===== config.mk =====
export PLATFORM = sky130hd
export DESIGN_NAME = jstk_dir_decoder
export DESIGN_NICKNAME = d
export VERILOG_FILES = /design/src/rtl/jstk_dir_decoder.sv
export SDC_FILE = /design/constraint.sdc
export NUM_CORES = 1
export LEC_CHECK = 0
export CORE_ASPECT_RATIO = 1.25
export CORE_MARGIN = 2
export CORE_UTILIZATION = 39
export CTS_CLUSTER_DIAMETER = 60
export DETAILED_ROUTE_END_ITERATION = 6
export PLACE_DENSITY = 0.76
export SYNTH_ARGS = -nofsm -noshare
export SYNTH_HDL_FRONTEND = slang
export SYNTH_SLANG_ARGS = --single-unit

===== constraint.sdc =====
create_clock -name clk -period 2.7 [get_ports clk]
set_clock_uncertainty 0.05 [all_clocks]
set_input_delay 0.54 -clock clk [delete_from_list [all_inputs] [get_ports clk]]
set_output_delay 0.54 -clock clk [all_outputs]
set_load 0.02 [all_outputs]

===== src/rtl/jstk_dir_decoder.sv =====
// Joystick direction decoder: per-axis hysteretic zoning, debounce and move-event FSM.
// Optional auto-repeat of move pulses while the stick is held: define JSTK_AUTOREPEAT_EN.
module jstk_dir_decoder #(
  parameter int DATA_W     = 10,
  parameter int CENTER     = 512,
  parameter int DEAD       = 128,
  parameter int HYST       = 16,
  parameter int STABLE_N   = 3,
  parameter int REPEAT_DLY = 4,
  parameter int REPEAT_PER = 2
) (
  input  logic              clk,
  input  logic              rst,
  input  logic              sample_valid,
  input  logic [DATA_W-1:0] x_raw,
  input  logic [DATA_W-1:0] y_raw,
  output logic [2:0]        dir,
  output logic              move_pulse,
  output logic [1:0]        move_dir
);

  if (CENTER + DEAD > (2 ** DATA_W) - 1) begin : gBadHigh
    $error("jstk_dir_decoder: CENTER+DEAD exceeds the sample range");
  end
  if (CENTER < DEAD) begin : gBadLow
    $error("jstk_dir_decoder: CENTER must be >= DEAD");
  end
  if (HYST < 0 || HYST >= DEAD) begin : gBadHyst
    $error("jstk_dir_decoder: HYST must satisfy 0 <= HYST < DEAD");
  end
  if (STABLE_N < 1 || REPEAT_DLY < 1 || REPEAT_PER < 1) begin : gBadCounts
    $error("jstk_dir_decoder: STABLE_N, REPEAT_DLY and REPEAT_PER must be >= 1");
  end

  localparam int CNT_W = $clog2(STABLE_N + 1);

  localparam logic [DATA_W:0] HI_TH  = (DATA_W+1)'(CENTER + DEAD);
  localparam logic [DATA_W:0] LO_TH  = (DATA_W+1)'(CENTER - DEAD);
  localparam logic [DATA_W:0] HI_RET = (DATA_W+1)'(CENTER + DEAD - HYST);
  localparam logic [DATA_W:0] LO_RET = (DATA_W+1)'(CENTER - DEAD + HYST);

  localparam logic [2:0] DIR_UP    = 3'd0;
  localparam logic [2:0] DIR_DOWN  = 3'd1;
  localparam logic [2:0] DIR_RIGHT = 3'd2;
  localparam logic [2:0] DIR_LEFT  = 3'd3;
  localparam logic [2:0] DIR_NONE  = 3'd4;

  typedef enum logic [1:0] {ZONE_MID, ZONE_HI, ZONE_LO} zone_t;
  typedef enum logic [1:0] {IDLE, HOLD_DLY, HOLD_REP} state_t;

  zone_t             xZone, yZone;
  logic              evalPending;
  logic [2:0]        cand, lastCand, lastCandNext, dirNext;
  logic [CNT_W-1:0]  cnt, cntNext;
  state_t            state, stateNext;
  logic              pulseNext;
  logic [1:0]        moveDirNext;

  // Leaving an outer zone toward centre needs HYST extra travel; a full swing jumps straight across.
  function automatic zone_t nextZone(input zone_t cur, input logic [DATA_W-1:0] raw);
    logic [DATA_W:0] v;
    zone_t           z;
    v = {1'b0, raw};
    z = cur;
    case (cur)
      ZONE_HI: begin
        if (v < LO_TH)       z = ZONE_LO;
        else if (v < HI_RET) z = ZONE_MID;
      end
      ZONE_LO: begin
        if (v > HI_TH)       z = ZONE_HI;
        else if (v > LO_RET) z = ZONE_MID;
      end
      default: begin
        if (v > HI_TH)      z = ZONE_HI;
        else if (v < LO_TH) z = ZONE_LO;
        else                z = ZONE_MID;
      end
    endcase
    return z;
  endfunction

  always_ff @(posedge clk) begin
    if (rst) begin
      xZone       <= ZONE_MID;
      yZone       <= ZONE_MID;
      evalPending <= 1'b0;
    end else begin
      evalPending <= sample_valid;
      if (sample_valid) begin
        xZone <= nextZone(xZone, x_raw);
        yZone <= nextZone(yZone, y_raw);
      end
    end
  end

  always_comb begin
    cand = DIR_NONE;
    if (xZone == ZONE_MID && yZone == ZONE_HI)      cand = DIR_UP;
    else if (xZone == ZONE_MID && yZone == ZONE_LO) cand = DIR_DOWN;
    else if (xZone == ZONE_HI && yZone == ZONE_MID) cand = DIR_RIGHT;
    else if (xZone == ZONE_LO && yZone == ZONE_MID) cand = DIR_LEFT;
  end

  // Debounce: dir follows cand only after STABLE_N identical evaluations in a row.
  always_comb begin
    lastCandNext = lastCand;
    cntNext      = cnt;
    dirNext      = dir;
    if (evalPending) begin
      if (cand == lastCand) begin
        if (cnt < CNT_W'(STABLE_N)) cntNext = cnt + CNT_W'(1);
      end else begin
        lastCandNext = cand;
        cntNext      = CNT_W'(1);
      end
      if (cntNext == CNT_W'(STABLE_N) && cand != dir) dirNext = cand;
    end
  end

  always_ff @(posedge clk) begin
    if (rst) begin
      lastCand <= DIR_NONE;
      cnt      <= '0;
      dir      <= DIR_NONE;
    end else begin
      lastCand <= lastCandNext;
      cnt      <= cntNext;
      dir      <= dirNext;
    end
  end

`ifdef JSTK_AUTOREPEAT_EN
  localparam int REP_MAX = (REPEAT_DLY > REPEAT_PER) ? REPEAT_DLY : REPEAT_PER;
  localparam int REP_W   = $clog2(REP_MAX + 1);

  logic [REP_W-1:0] repCnt, repCntNext, repInc;
  assign repInc = repCnt + REP_W'(1);
`endif

  // Move FSM reacts to the debounced dir of the same evaluation so the pulse lines up with dir.
  always_comb begin
    stateNext   = state;
    pulseNext   = 1'b0;
    moveDirNext = move_dir;
`ifdef JSTK_AUTOREPEAT_EN
    repCntNext  = repCnt;
`endif
    if (evalPending) begin
      if (dirNext != dir) begin
        if (dirNext == DIR_NONE) begin
          if (state != IDLE) stateNext = IDLE;
        end else begin
          pulseNext   = 1'b1;
          moveDirNext = dirNext[1:0];
          stateNext   = HOLD_DLY;
`ifdef JSTK_AUTOREPEAT_EN
          repCntNext  = '0;
`endif
        end
      end else begin
`ifdef JSTK_AUTOREPEAT_EN
        case (state)
          HOLD_DLY: begin
            if (repInc == REP_W'(REPEAT_DLY)) begin
              pulseNext  = 1'b1;
              repCntNext = '0;
              stateNext  = HOLD_REP;
            end else begin
              repCntNext = repInc;
            end
          end
          HOLD_REP: begin
            if (repInc == REP_W'(REPEAT_PER)) begin
              pulseNext  = 1'b1;
              repCntNext = '0;
            end else begin
              repCntNext = repInc;
            end
          end
          default: ;
        endcase
`endif
      end
    end
  end

  always_ff @(posedge clk) begin
    if (rst) begin
      state      <= IDLE;
      move_pulse <= 1'b0;
      move_dir   <= 2'd0;
`ifdef JSTK_AUTOREPEAT_EN
      repCnt     <= '0;
`endif
    end else begin
      state      <= stateNext;
      move_pulse <= pulseNext;
      move_dir   <= moveDirNext;
`ifdef JSTK_AUTOREPEAT_EN
      repCnt     <= repCntNext;
`endif
    end
  end

endmodule


[Word level (Yosys, flattened, before mapping)]
Index checks and enable logic that the tools add are counted.
Storage, ports and cells
  logic and storage cells: 71
  input port bits: 23
  output and inout port bits: 6
  flip-flop bits (word level): 16
Cells by class
  add/subtract/negate cells: 1
  equal/unequal tests: 13
  reductions and logical operators: 12
  mux-type cells: 24
  bitwise operators: 4
  $lt $le $gt $ge: 9
Operator list (count)
  $mux W2: 15
  $gt A10 B10 Y1 const B: 2
  $gt A10 B9 Y1 const B: 2
  $lt A10 B10 Y1 const B: 2
  $lt A10 B9 Y1 const B: 2
  $mux W3: 6
  $ne A3 B3 Y1 const B: 4
  $reduce_and A3 Y1: 3
  $pmux W2 S2: 2
  $eq A2 B2 Y1 const B: 3
  $ne A3 B3 Y1: 2
  $logic_and A1 B1 Y1: 5
  $eq A2 B1 Y1 const B: 2
  $logic_not A2 Y1: 2
  $not A1 Y1: 4
  $eq A3 B3 Y1: 1
  $eq A3 B3 Y1 const B: 1
  $reduce_or A3 Y1: 1
  $add A2 B1 Y2 const B: 1
  $lt A2 B2 Y1 const B: 1
  $reduce_and A2 Y1: 1
  $mux W1: 1

[Longest topological paths before layout]
Gate-level depths: netlist (run 1).
  word-level depth: 16
  mapped depth: 9
  mapped depth without buffers: 8

[Least setup slack after synthesis (run 1)]
No wires, ideal clock.
  kind: flip-flop to flip-flop
  from: register xZone[1]
  to: register move_dir[1]
  buffers on the path: 0
  path slack: 0.577 ns
  required time: 2.533 ns
  stages on the path, launching flop included: 9
  data arrival time: 1.957 ns
  setup time: 0.117 ns
  clock period less this slack: 2.123 ns
  path through: dfxtp_1 -> inv_1 -> ha_1 -> nand3b_1 -> a211o_1 -> a311oi_2 -> a31oi_1 -> or3_1 -> a22o_1
On the way
  longest elaborated chain between the ends: 16
  elaborated cells on any way between the ends: 23
  classes of those cells: eq/ne (7); mux (8); bitwise (1); reduce/logical (7)
RTL lines
  start, declared: RTL line 51  | zone_t xZone, yZone;
  start signal, assigned: RTL line 91  | xZone <= nextZone(xZone, x_raw);
  $eq A2 B2 Y1: RTL line 102  | else if (xZone == ZONE_LO && yZone == ZONE_MID) cand = DIR_LEFT;
  $logic_and A1 B1 Y1: RTL line 102
  $mux W3: RTL line 102
  $mux W3: RTL line 101  | else if (xZone == ZONE_HI && yZone == ZONE_MID) cand = DIR_RIGHT;
  $mux W3: RTL line 100  | else if (xZone == ZONE_MID && yZone == ZONE_LO) cand = DIR_DOWN;
  $mux W3 *: RTL line 99  | if (xZone == ZONE_MID && yZone == ZONE_HI) cand = DIR_UP;
  $eq A3 B3 Y1: RTL line 111  | if (cand == lastCand) begin
  $mux W2: RTL line 111
  $mux W2: RTL line 110  | if (evalPending) begin
  $eq A2 B2 Y1: RTL line 117  | if (cntNext == CNT_W'(STABLE_N) && cand != dir) dirNext = cand;
  $logic_and A1 B1 Y1: RTL line 117
  $mux W3 *: RTL line 117
  $mux W3 *: RTL line 110
  $eq A3 B3 Y1: RTL line 151  | if (dirNext == DIR_NONE) begin
  $not A1 Y1 (no source line)
  $reduce_and A3 Y1 (no source line)
  end signal, assigned: RTL line 199  | move_dir <= moveDirNext;
  end, declared: RTL line 19  | output logic [1:0] move_dir
Mark *: on every way between the ends. The rest lies on a longest branch, timed or not. The select of a mux whose other input is x is not followed.
A chain may end at the register's enable or synchronous reset.

[Worst setup path in the final report (run 1)]
  from: register yZone[0]
  to: register move_dir[1]
On the way
  longest elaborated chain between the ends: 16
  elaborated cells on any way between the ends: 23
  classes of those cells: eq/ne (7); mux (8); bitwise (1); reduce/logical (7)
RTL lines
  start, declared: RTL line 51
  start signal, assigned: RTL line 92  | yZone <= nextZone(yZone, y_raw);
  $logic_not A2 Y1: RTL line 101, 102
  $logic_and A1 B1 Y1: RTL line 102
  $mux W3: RTL line 102
  $mux W3: RTL line 101
  $mux W3: RTL line 100
  $mux W3 *: RTL line 99
  $eq A3 B3 Y1: RTL line 111
  $mux W2: RTL line 111
  $mux W2: RTL line 110
  $eq A2 B2 Y1: RTL line 117
  $logic_and A1 B1 Y1: RTL line 117
  $mux W3 *: RTL line 117
  $mux W3 *: RTL line 110
  $eq A3 B3 Y1: RTL line 151
  $not A1 Y1 (no source line)
  $reduce_and A3 Y1 (no source line)
Marked as above.

==> impl_metrics.csv, run 1 <==
group,metric,value,unit
run_status,status,"finished, final reports clean",
clock_tree,cts_buffers,3,
global_route,overflow,0,
die,rows,21,
timing,hold_violations,0,
clock_tree,clkTransAtPathRegs,90,ps
clock_tree,clock_path_buffers,2,
detailed_routing,vias_per_cell,5.71,
die,io_pins,29,
timing,rsz0062_at_grt,"false",
timing,setup_violations,0,
placed_design,gp_congestion,0.845,
detailed_routing,drtPass1Iterations,4,
pwr,pwr_density_cell,392,nW/um^2
placed_design,place_hpwl,2040,um
synth,yosysTopAreaCellShare,28.9,%
synth,synth_area_leader_cell,"dfxtp_1",
timing,fmax,423,MHz
detailed_routing,ant_nets,0,
global_route,antenna_found_initial,0,
detailed_routing,drc,0,
worst_hold_path,hold_class,"flop to flop",
timing,tns,0,ps
clock_tree,clk_latency,290,ps
die,chipHeight,63.6,um
synth,syn_nets,163,
detailed_routing,wirelength,2460,um
synth,synth_area_per_cell,8.28,um^2
die,core,2710,um^2
clock_tree,cts_setup_buffers,0,
detailed_routing,dr_total_vias,1124,
timing,worst_pin_slew,615,ps
final_layout,final_nets,193,
synth,synthDistinctLibCells,40,
worst_hold_path,min_from,"yZone[1]",
synth,synth_area,1110,um^2
timing,slew_viol_final,0,
timing,hold_slack,442,ps
synth,yosysWarningCount,0,
final_layout,n_antenna_cell,0,
setup_path,slowest_stage,"or3_1",
final_layout,areaGrowthSynthToFinish,30.6,%
setup_path,critical_path_required,2840,ps
setup_path,critPathCaptureType,"flop",
setup_path,r2r-start,"yZone[0]",
timing,finalCriticalPeriod,2360,ps
synth,async_flop_share,0,%
global_route,grt_pass1_vias,1065,
die,initial_core_util,41.0,%
clock_tree,clockRootBuffer,"clkbuf_4",
timing,fin_crit_sh,87.6,%
synth,synth_ff_type,"dfxtp_1",
global_route,grt_pass1_wl,4180,um
pwr,p_leak,0.497,nW
synth,synth_area_leaders,"dfxtp_1 (29%), ha_1 (6.8%), nor2_1 (5.1%)",
setup_path,cp_max_fo,9,
detailed_routing,wl_per_cell,12.5,um
clock_tree,cts_tree,"yes",
die,die_w,51.7,um
timing,slew_headroom,58.9,%
synth,synth_edf_count,0,
setup_path,worstPathCellList,"inv_1, ha_1, nand2_1, a211o_1, a311oi_2, a31oi_1, or3_1, a22o_1",
global_route,grt_start_max_net_pins,17,
synth,syn_inst,134,
clock_tree,cts.htree.levels,1,
pwr,peakVddDrop,195,uV
setup_path,path_class,"flop to flop",
setup_path,critPathLaunch,"yZone[0]",
run,max_cap_violations,0,
clock_tree,cts_resized,0,
clock_tree,hold_buffers,0,
placed_design,io_buffers,28,
synth,ys_ff_latch,16,
setup_path,slowest_delay,390,ps
synth,seq_area_frac_synth,28.9,%
global_route,track_usage,16.3,%
final_layout,drive_gt1_share,8.59,%
setup_path,cp-start-kind,"flop",
detailed_routing,drt_iter0_drc,21,
clock_tree,cts.sinks,16,
setup_path,cp.arrival,2510,ps
die,dieArea,3290,um^2
-- registers in the layout, indices dropped and copies added (netlist names) --
| signal | count |
|---|---|
| xZone | 2 |
| evalPending | 1 |
| move_dir | 2 |
| yZone | 2 |
| lastCand | 3 |
| move_pulse | 1 |
| dir | 3 |
| cnt | 2 |
-- cells in the final DEF (no fill, tap or decap), drive strengths merged, types with 5 or more instances in the layout --
| master | n |
|---|---|
| a21oi | 9 |
| clkdlybuf4s50 | 28 |
| dfxtp | 16 |
| ha | 6 |
| inv | 8 |
| nand2 | 11 |
| nor2 | 15 |
| o21ai | 11 |
| or4 | 5 |
-- Yosys cell counts, types with 2 or more instances --
library cell   n
dfxtp_1       16
nor2_1        15
nand2_1       11
o21ai_0       10
a21oi_1        8
inv_1          8
ha_1           6
or4_1          5
a211o_1        4
a211oi_1       4
mux2i_1        4
nor2b_1        4
nor3_1         3
a311oi_1       2
a31oi_1        2
and2_1         2
nand3_1        2
nand3b_1       2
o211ai_1       2
o21bai_1       2
o221ai_1       2
or4b_2         2
-- worst paths after layout --
| check | to | slack (ps) | depth (start not counted) |
|---|---|---|---|
| hold reg to reg | yZone[1] | 440 | 2 |
| hold / removal | yZone[1] | 440 | 2 |
| setup reg to reg | move_dir[1] | 340 | 8 |
| setup / recovery | move_dir[1] | 340 | 8 |
-- layout make-up --
class | instances | area (um^2)
tap | 34 | 42.5
multi-input combinational | 107 | 739
sequential | 16 | 320
inverter | 8 | 30.0
timing repair buffer | 28 | 280
fill | 245 | 1260
clock buffer | 4 | 36.3
-- through the flow --
step           util, %  area [um^2]  instances  power [mW]  setup slack (ps)
2_1_floorplan        -         1110        134       0.356               577
3_3_place_gp      52.2         1410        193       0.408               183
3_5_place_dp      52.2         1410        193       0.413               148
4_1_cts           53.5         1450        197       0.572               327
5_1_grt           53.5         1450        197       0.602               175
6_report          53.5         1450        197       0.568               335
-- power by group --
group | internal [mW] | switching, mW | total (mW) | leakage [nW]
sequential | 0.244 | 0.0103 | 0.255 | 0.130
clock | 0.0823 | 0.0778 | 0.160 | 0.0210
combinational | 0.0782 | 0.0750 | 0.153 | 0.345
-- critical path, delay by kind of cell, from the launching register on --
kind | cells | cell delay [ps]
buffers and inverters | 1 | 80
AO/OA/AOI/OAI | 4 | 920
AND/OR/NAND/NOR | 2 | 540
adder cells (fa/ha/maj) | 1 | 340
flip-flops | 1 | 340
-- logic make-up (layout without fill, tap and decap cells) --
family | Yosys count | count (layout) | share of synthesized area [%]
and+or+nand+nor | 52 | 52 | 26.6
AOI/OAI and AO/OA | 45 | 45 | 29.7
DFF | 16 | 16 | 28.9
buffers and inverters | 11 | 40 | 4.51
adders and majority gates | 6 | 6 | 6.76
muxes | 4 | 4 | 3.61
-- per-layer routing --
layer,vias up,part of all wire [%],track usage (%)
li1,564,-,-
met1,513,42,16.2
met2,40,51,32.2
met3,7,4.8,1.90
met4,0,1.9,6.91
met5,-,0,0
(Power assumes the default switching activity.)
==> inputs of run 2 (changes only) <==
--- a/config.mk
+++ b/config.mk
@@ -5,7 +5,6 @@
 export SDC_FILE = /design/constraint.sdc
 export NUM_CORES = 1
 export LEC_CHECK = 0
-export CORE_ASPECT_RATIO = 1.25
 export CORE_MARGIN = 2
 export CORE_UTILIZATION = 39
 export CTS_CLUSTER_DIAMETER = 60
==> run 2 against run 1 <==
  * Setup slack lost 38 ps
  * Die area is essentially flat
  * Flip-flop and latch count is the same
  * Critical endpoint unchanged
  * Critical path type unchanged
==> impl_metrics.csv, run 2 (same netlist as run 1, synthesis figures left out) <==
group,metric,value,unit
detailed_routing,vias_per_cell,5.84,
final_layout,drive_gt1_share,8.02,%
detailed_routing,met2WireLength,1250,um
global_route,track_usage,16.6,%
clock_tree,cts.htree.levels,1,
timing,rsz0062_at_grt,"false",
detailed_routing,drt_iter0_drc,24,
die,io_pins,29,
final_layout,fillers,272,
clock_tree,cts_buffers,3,
pwr,p_seq_share,47.4,%
setup_path,cp.arrival,2550,ps
global_route,overflow,0,
final_layout,final_nets,193,
global_route,antenna_found_initial,0,
clock_tree,clk_latency,290,ps
pwr,intPower,0.375,mW
pwr,p_sw,0.162,mW
setup_path,critPathCaptureType,"flop",
timing,tns,0,ps
final_layout,n_antenna_cell,0,
detailed_routing,wirelength,2510,um
setup_path,worstPathCellList,"inv_1, ha_1, o21ai_0, nor3b_1, a311oi_2, a31oi_1, or3_1, a22o_1",
global_route,grt_start_max_net_pins,17,
clock_tree,clockRootBuffer,"clkbuf_4",
die,rows,19,
global_route,grt_pass1_wl,4330,um
timing,slew_headroom,57.5,%
final_layout,final_cell_mix,"clkdlybuf4s50_1 (28), dfxtp_1 (16), nor2_1 (15), nand2_1 (11), o21ai_0 (10)",
detailed_routing,ant_nets,0,
pwr,p_sw_share,30.2,%
timing,finalCriticalPeriod,2400,ps
pwr,p_leak,0.489,nW
run_status,status,"finished, final reports clean",
die,core,2730,um^2
placed_design,io_buffers,28,
clock_tree,cts.sinks,16,
placed_design,place_hpwl,2040,um
detailed_routing,wl_per_cell,13.0,um
die,dieArea,3290,um^2
final_layout,top_regs,"dir: 3 flops, lastCand: 3 flops",
detailed_routing,top_layer_used,"met4",
setup_path,path_class,"flop to flop",
setup_path,slowest_stage,"or3_1",
placed_design,place_area,1410,um^2
timing,setup_violations,0,
final_layout,fin_area,1430,um^2
timing,worst_pin_slew,635,ps
clock_tree,clock_path_buffers,2,
die,chipHeight,57.3,um
global_route,grt_pass1_vias,1073,
setup_path,cp-start-kind,"flop",
setup_path,critical_path.top_delay_family,"compound AO/OA/AOI/OAI gates",
setup_path,critical_path_buf_inv_count,1,
setup_path,slowest_delay,390,ps
clock_tree,hold_buffers,0,
setup_path,regToRegSetupSlack,300,ps
setup_path,cp_max_fo,9,
pwr,pwr_density_cell,375,nW/um^2
timing,slew_viol_final,0,
pwr,share_comb_of_total_power,28.8,%
clock_tree,cts_setup_buffers,0,
timing,hold_violations,0,
pwr,p_clk_share,23.8,%
clock_tree,cts_tree,"yes",
timing,fin_crit_sh,89.0,%
detailed_routing,dr_wl_met3,148,um
die,initial_core_util,40.6,%
detailed_routing,drc,0,
placed_design,gp_congestion,0.831,
setup_path,critical_path_required,2850,ps
run,max_cap_violations,0,
timing,fmax,416,MHz
clock_tree,clkTransAtPathRegs,100,ps
detailed_routing,drt-met1-wl,1060,um
pwr,peakVddDrop,304,uV
detailed_routing,dr_total_vias,1128,
detailed_routing,drtPass1Iterations,4,
final_layout,layout_commonest_cell,"clkdlybuf4s50_1",
final_layout,areaGrowthSynthToFinish,29.0,%
die,die_w,57.3,um
worst_hold_path,hold_class,"flop to flop",
clock_tree,cts_resized,0,
==> run 2: cell count changes in the layout (fill, tap and decap cells not counted), sizes merged <==
cell    delta
clkbuf     -1
==> run 2: metrics by stage <==
step / utilization, % / power [mW] / setup slack (ps) / hold WS, ps / cells
2_1_floorplan: - / 0.356 / 577 / 403 / 134
3_3_place_gp: 51.5 / 0.408 / 193 / 412 / 190
3_5_place_dp: 51.5 / 0.415 / 99.7 / 416 / 190
4_1_cts: 52.4 / 0.540 / 288 / 429 / 193
5_1_grt: 52.4 / 0.573 / 150 / 462 / 193
6_report: 52.4 / 0.537 / 297 / 427 / 193
==> run 2: path summary, 6_finish.rpt <==
kind         startpoint          end  cells past startpoint
max reg2reg    yZone[0]  move_dir[1]                      8
max            yZone[0]  move_dir[1]                      8
min            xZone[1]     xZone[1]                      2
min reg2reg    xZone[1]     xZone[1]                      2
==> run 2: cell type report <==
type	count	area (um^2)	area share, %
sequential	16	320	22.4
inverter	8	30.0	2.10
tap	31	38.8	2.71
clock buffer	3	22.5	1.57
timing repair buffer	28	280	19.6
multi-input combinational	107	739	51.7
==> run 2: worst min-delay path, cell delays in order (launching register included) <==
cell and delay (ps):
dfxtp_1 330, nand2_1 60, a21oi_1 50
==> run 2: layer usage <==
layer | vias up | track usage (%)
met5 | - | 0
met3 | 7 | 3.40
met4 | 0 | 8.31
li1 | 561 | -
met2 | 42 | 31.2
met1 | 518 | 17.1
==> run 2: power groups by stage <==
stage | sequential [mW] | clock [mW] | combinational (mW)
2_1_floorplan | 0.256 | 0 | 0.100
3_3_place_gp | 0.259 | 0 | 0.149
3_5_place_dp | 0.260 | 0 | 0.155
4_1_cts | 0.254 | 0.130 | 0.156
5_1_grt | 0.256 | 0.144 | 0.173
6_report | 0.254 | 0.128 | 0.155
==> inputs of run 3 (changes only) <==
--- a/config.mk
+++ b/config.mk
@@ -5,11 +5,12 @@
 export SDC_FILE = /design/constraint.sdc
 export NUM_CORES = 1
 export LEC_CHECK = 0
+export ABC_AREA = 1
 export CORE_MARGIN = 2
 export CORE_UTILIZATION = 39
 export CTS_CLUSTER_DIAMETER = 60
 export DETAILED_ROUTE_END_ITERATION = 6
-export PLACE_DENSITY = 0.76
+export PLACE_DENSITY = 0.75
 export SYNTH_ARGS = -nofsm -noshare
 export SYNTH_HDL_FRONTEND = slang
 export SYNTH_SLANG_ARGS = --single-unit
==> constraint.sdc (replaced) <==
create_clock -name clk -period 2.51 [get_ports clk]
set_clock_uncertainty 0.05 [all_clocks]
set_input_delay 0.502 -clock clk [delete_from_list [all_inputs] [get_ports clk]]
set_output_delay 0.502 -clock clk [all_outputs]
set_load 0.02 [all_outputs]
==> run 3 against run 2 <==
  * Register-to-register slack improved by 60 ps
  * Synthesized area increased by 7.7%
  * Hold slack improved by 8.8 ps
  * Clock-buffer cell count increased by 1
  * First-iteration DRC count increased by 58%
  * Final cell count increased by 26%
  * Critical path depth increased by 8
  * Die area increased by 7.1%
  * Critical endpoint is now move_dir[0]
  * Largest power group unchanged
  * Highest routed layer unchanged
==> impl_metrics.csv, run 3 <==
group,metric,value,unit
global_route,overflow,0,
setup_path,critical_path_required,2650,ps
synth,synth_area,1190,um^2
timing,tns,0,ps
timing,slew_headroom,75.5,%
clock_tree,hold_buffers,0,
detailed_routing,drc,0,
timing,rsz0062_at_grt,"false",
synth,ys_ff_latch,16,
placed_design,gp_congestion,0.858,
synth,synth_commonest_cells,"nand2_1 (29), inv_1 (24), nor2_1 (23), dfxtp_1 (16), nand2_2 (15)",
synth,syn_nets,207,
timing,worst_pin_slew,358,ps
clock_tree,clkTransAtPathRegs,90,ps
detailed_routing,drt_iter0_drc,38,
die,initial_core_util,40.1,%
clock_tree,clock_path_buffers,2,
synth,synth_most_common_cell,"nand2_1",
clock_tree,clockRootBuffer,"clkbuf_4",
pwr,p_leak,0.650,nW
timing,slew_viol_final,0,
synth,syn_inst,178,
setup_path,critPathCaptureType,"flop",
setup_path,cp_max_fo,9,
run_status,status,"finished, final reports clean",
detailed_routing,wirelength,2420,um
placed_design,place_area,1520,um^2
synth,synth_area_leader_cell,"dfxtp_1",
global_route,grt_start_max_net_pins,10,
synth,synth_area_per_cell,6.71,um^2
final_layout,fillers,318,
placed_design,io_buffers,28,
setup_path,regToRegSetupSlack,350,ps
clock_tree,cts_buffers,3,
clock_tree,cts_resized,0,
global_route,antenna_found_initial,0,
final_layout,final_cell_mix,"nand2_1 (29), clkdlybuf4s50_1 (28), inv_1 (24), nor2_1 (23), dfxtp_1 (16)",
clock_tree,cts_tree,"yes",
pwr,pwr_density_cell,451,nW/um^2
pwr,peakVddDrop,161,uV
die,io_pins,29,
timing,fin_crit_sh,85.9,%
final_layout,areaGrowthSynthToFinish,30.3,%
timing,setup_violations,0,
timing,hold_violations,0,
synth,synth_area_leaders,"dfxtp_1 (27%), nand2_1 (9.1%), nand2_2 (7.9%)",
clock_tree,cts.sinks,16,
run,max_cap_violations,0,
clock_tree,cts.htree.levels,1,
final_layout,top_regs,"dir: 3 flops, lastCand: 3 flops",
die,core,2980,um^2
timing,fmax,464,MHz
die,chipHeight,59.4,um
timing,finalCriticalPeriod,2160,ps
synth,synth_ff_type,"dfxtp_1",
setup_path,cp.arrival,2300,ps
die,die_w,59.4,um
global_route,track_usage,16.1,%
setup_path,path_class,"flop to flop",
clock_tree,cts_setup_buffers,0,
final_layout,final_nets,240,
die,dieArea,3520,um^2
final_layout,layout_commonest_cell,"nand2_1",
synth,synthDistinctLibCells,26,
synth,synth_edf_count,0,
die,rows,20,
synth,async_flop_share,0,%
global_route,grt_pass1_wl,4350,um
timing,hold_slack,436,ps
final_layout,n_antenna_cell,0,
worst_hold_path,hold_class,"flop to flop",
final_layout,drive_gt1_share,17.1,%
clock_tree,clk_latency,300,ps
detailed_routing,drtPass1Iterations,4,
detailed_routing,vias_per_cell,4.93,
detailed_routing,wl_per_cell,9.96,um
global_route,grt_pass1_vias,1136,
detailed_routing,ant_nets,0,
final_layout,fin_area,1560,um^2
synth,yosysTopAreaCellShare,26.8,%
synth,seq_area_frac_synth,26.8,%
placed_design,place_hpwl,2050,um
setup_path,cp-start-kind,"flop",
synth,yosysWarningCount,0,
detailed_routing,dr_total_vias,1199,
run 3: changes by cell type after synthesis, sizes merged, moves of 5 or more:
cell / delta
nand3: +12
nor2: +14
or4: -5
nand2: +34
inv: +18
run 3: path summary, 6_finish.rpt:
kind	start	endpoint	cells after the start
setup / recovery	yZone[0]	move_dir[0]	16
hold / removal	move_dir[1]	move_dir[1]	2
setup reg to reg	yZone[0]	move_dir[0]	16
hold reg to reg	move_dir[1]	move_dir[1]	2
run 3: area by class of cell:
cell class / count / area [um^2] / area share, %
Inverter: 26 / 97.6 / 6.27
Multi-Input combinational cell: 135 / 773 / 49.7
Clock buffer: 4 / 36.3 / 2.33
Sequential cell: 16 / 320 / 20.6
Tap cell: 33 / 41.3 / 2.65
Timing Repair Buffer: 29 / 288 / 18.5
run 3: report_power, final:
group,total (mW),switching (mW),internal [mW]
sequential,0.279,0.0110,0.268
combinational,0.251,0.145,0.106
clock,0.173,0.0844,0.0884
run 3: cell families after synthesis:
family / count (synthesis) / synth area share [%]
AO/OA/AOI/OAI: 27 / 14.2
adder cells (fa/ha/maj): 6 / 6.28
buffers and inverters: 27 / 8.48
flip-flops: 16 / 26.8
AND/OR/NAND/NOR: 102 / 44.2
run 3: layer usage:
metal	vias up	wire, um	global-route usage, %
met5	-	0	0
met4	0	45	9.42
met1	518	1090	17.5
met2	28	1180	28.6
li1	648	-	-
met3	5	105	3.28
run 3: through the flow:
step / cells / power, mW / util [%] / worst slack (ps)
global route: 243 / 0.761 / 52.3 / 126
detailed placement: 239 / 0.537 / 51.1 / 325
global placement: 239 / 0.535 / 51.1 / 297
finish: 243 / 0.703 / 52.3 / 353
floorplan: 178 / 0.463 / - / 575
CTS: 243 / 0.711 / 52.3 / 343
run 3: worst max-delay path, cell delays in order (launching register included):
cell and delay [ps]:
dfxtp_1 350, inv_1 80, ha_1 270, o21ai_4 210, nand2_2 120, nand2_2 80, nand2_2 60, nor2_4 120
nand4_4 140, nand2_1 110, inv_1 40, nor2_1 100, nand3_1 90, nand2_1 80, nor2_2 50, nor2_1 80
nor2_1 50
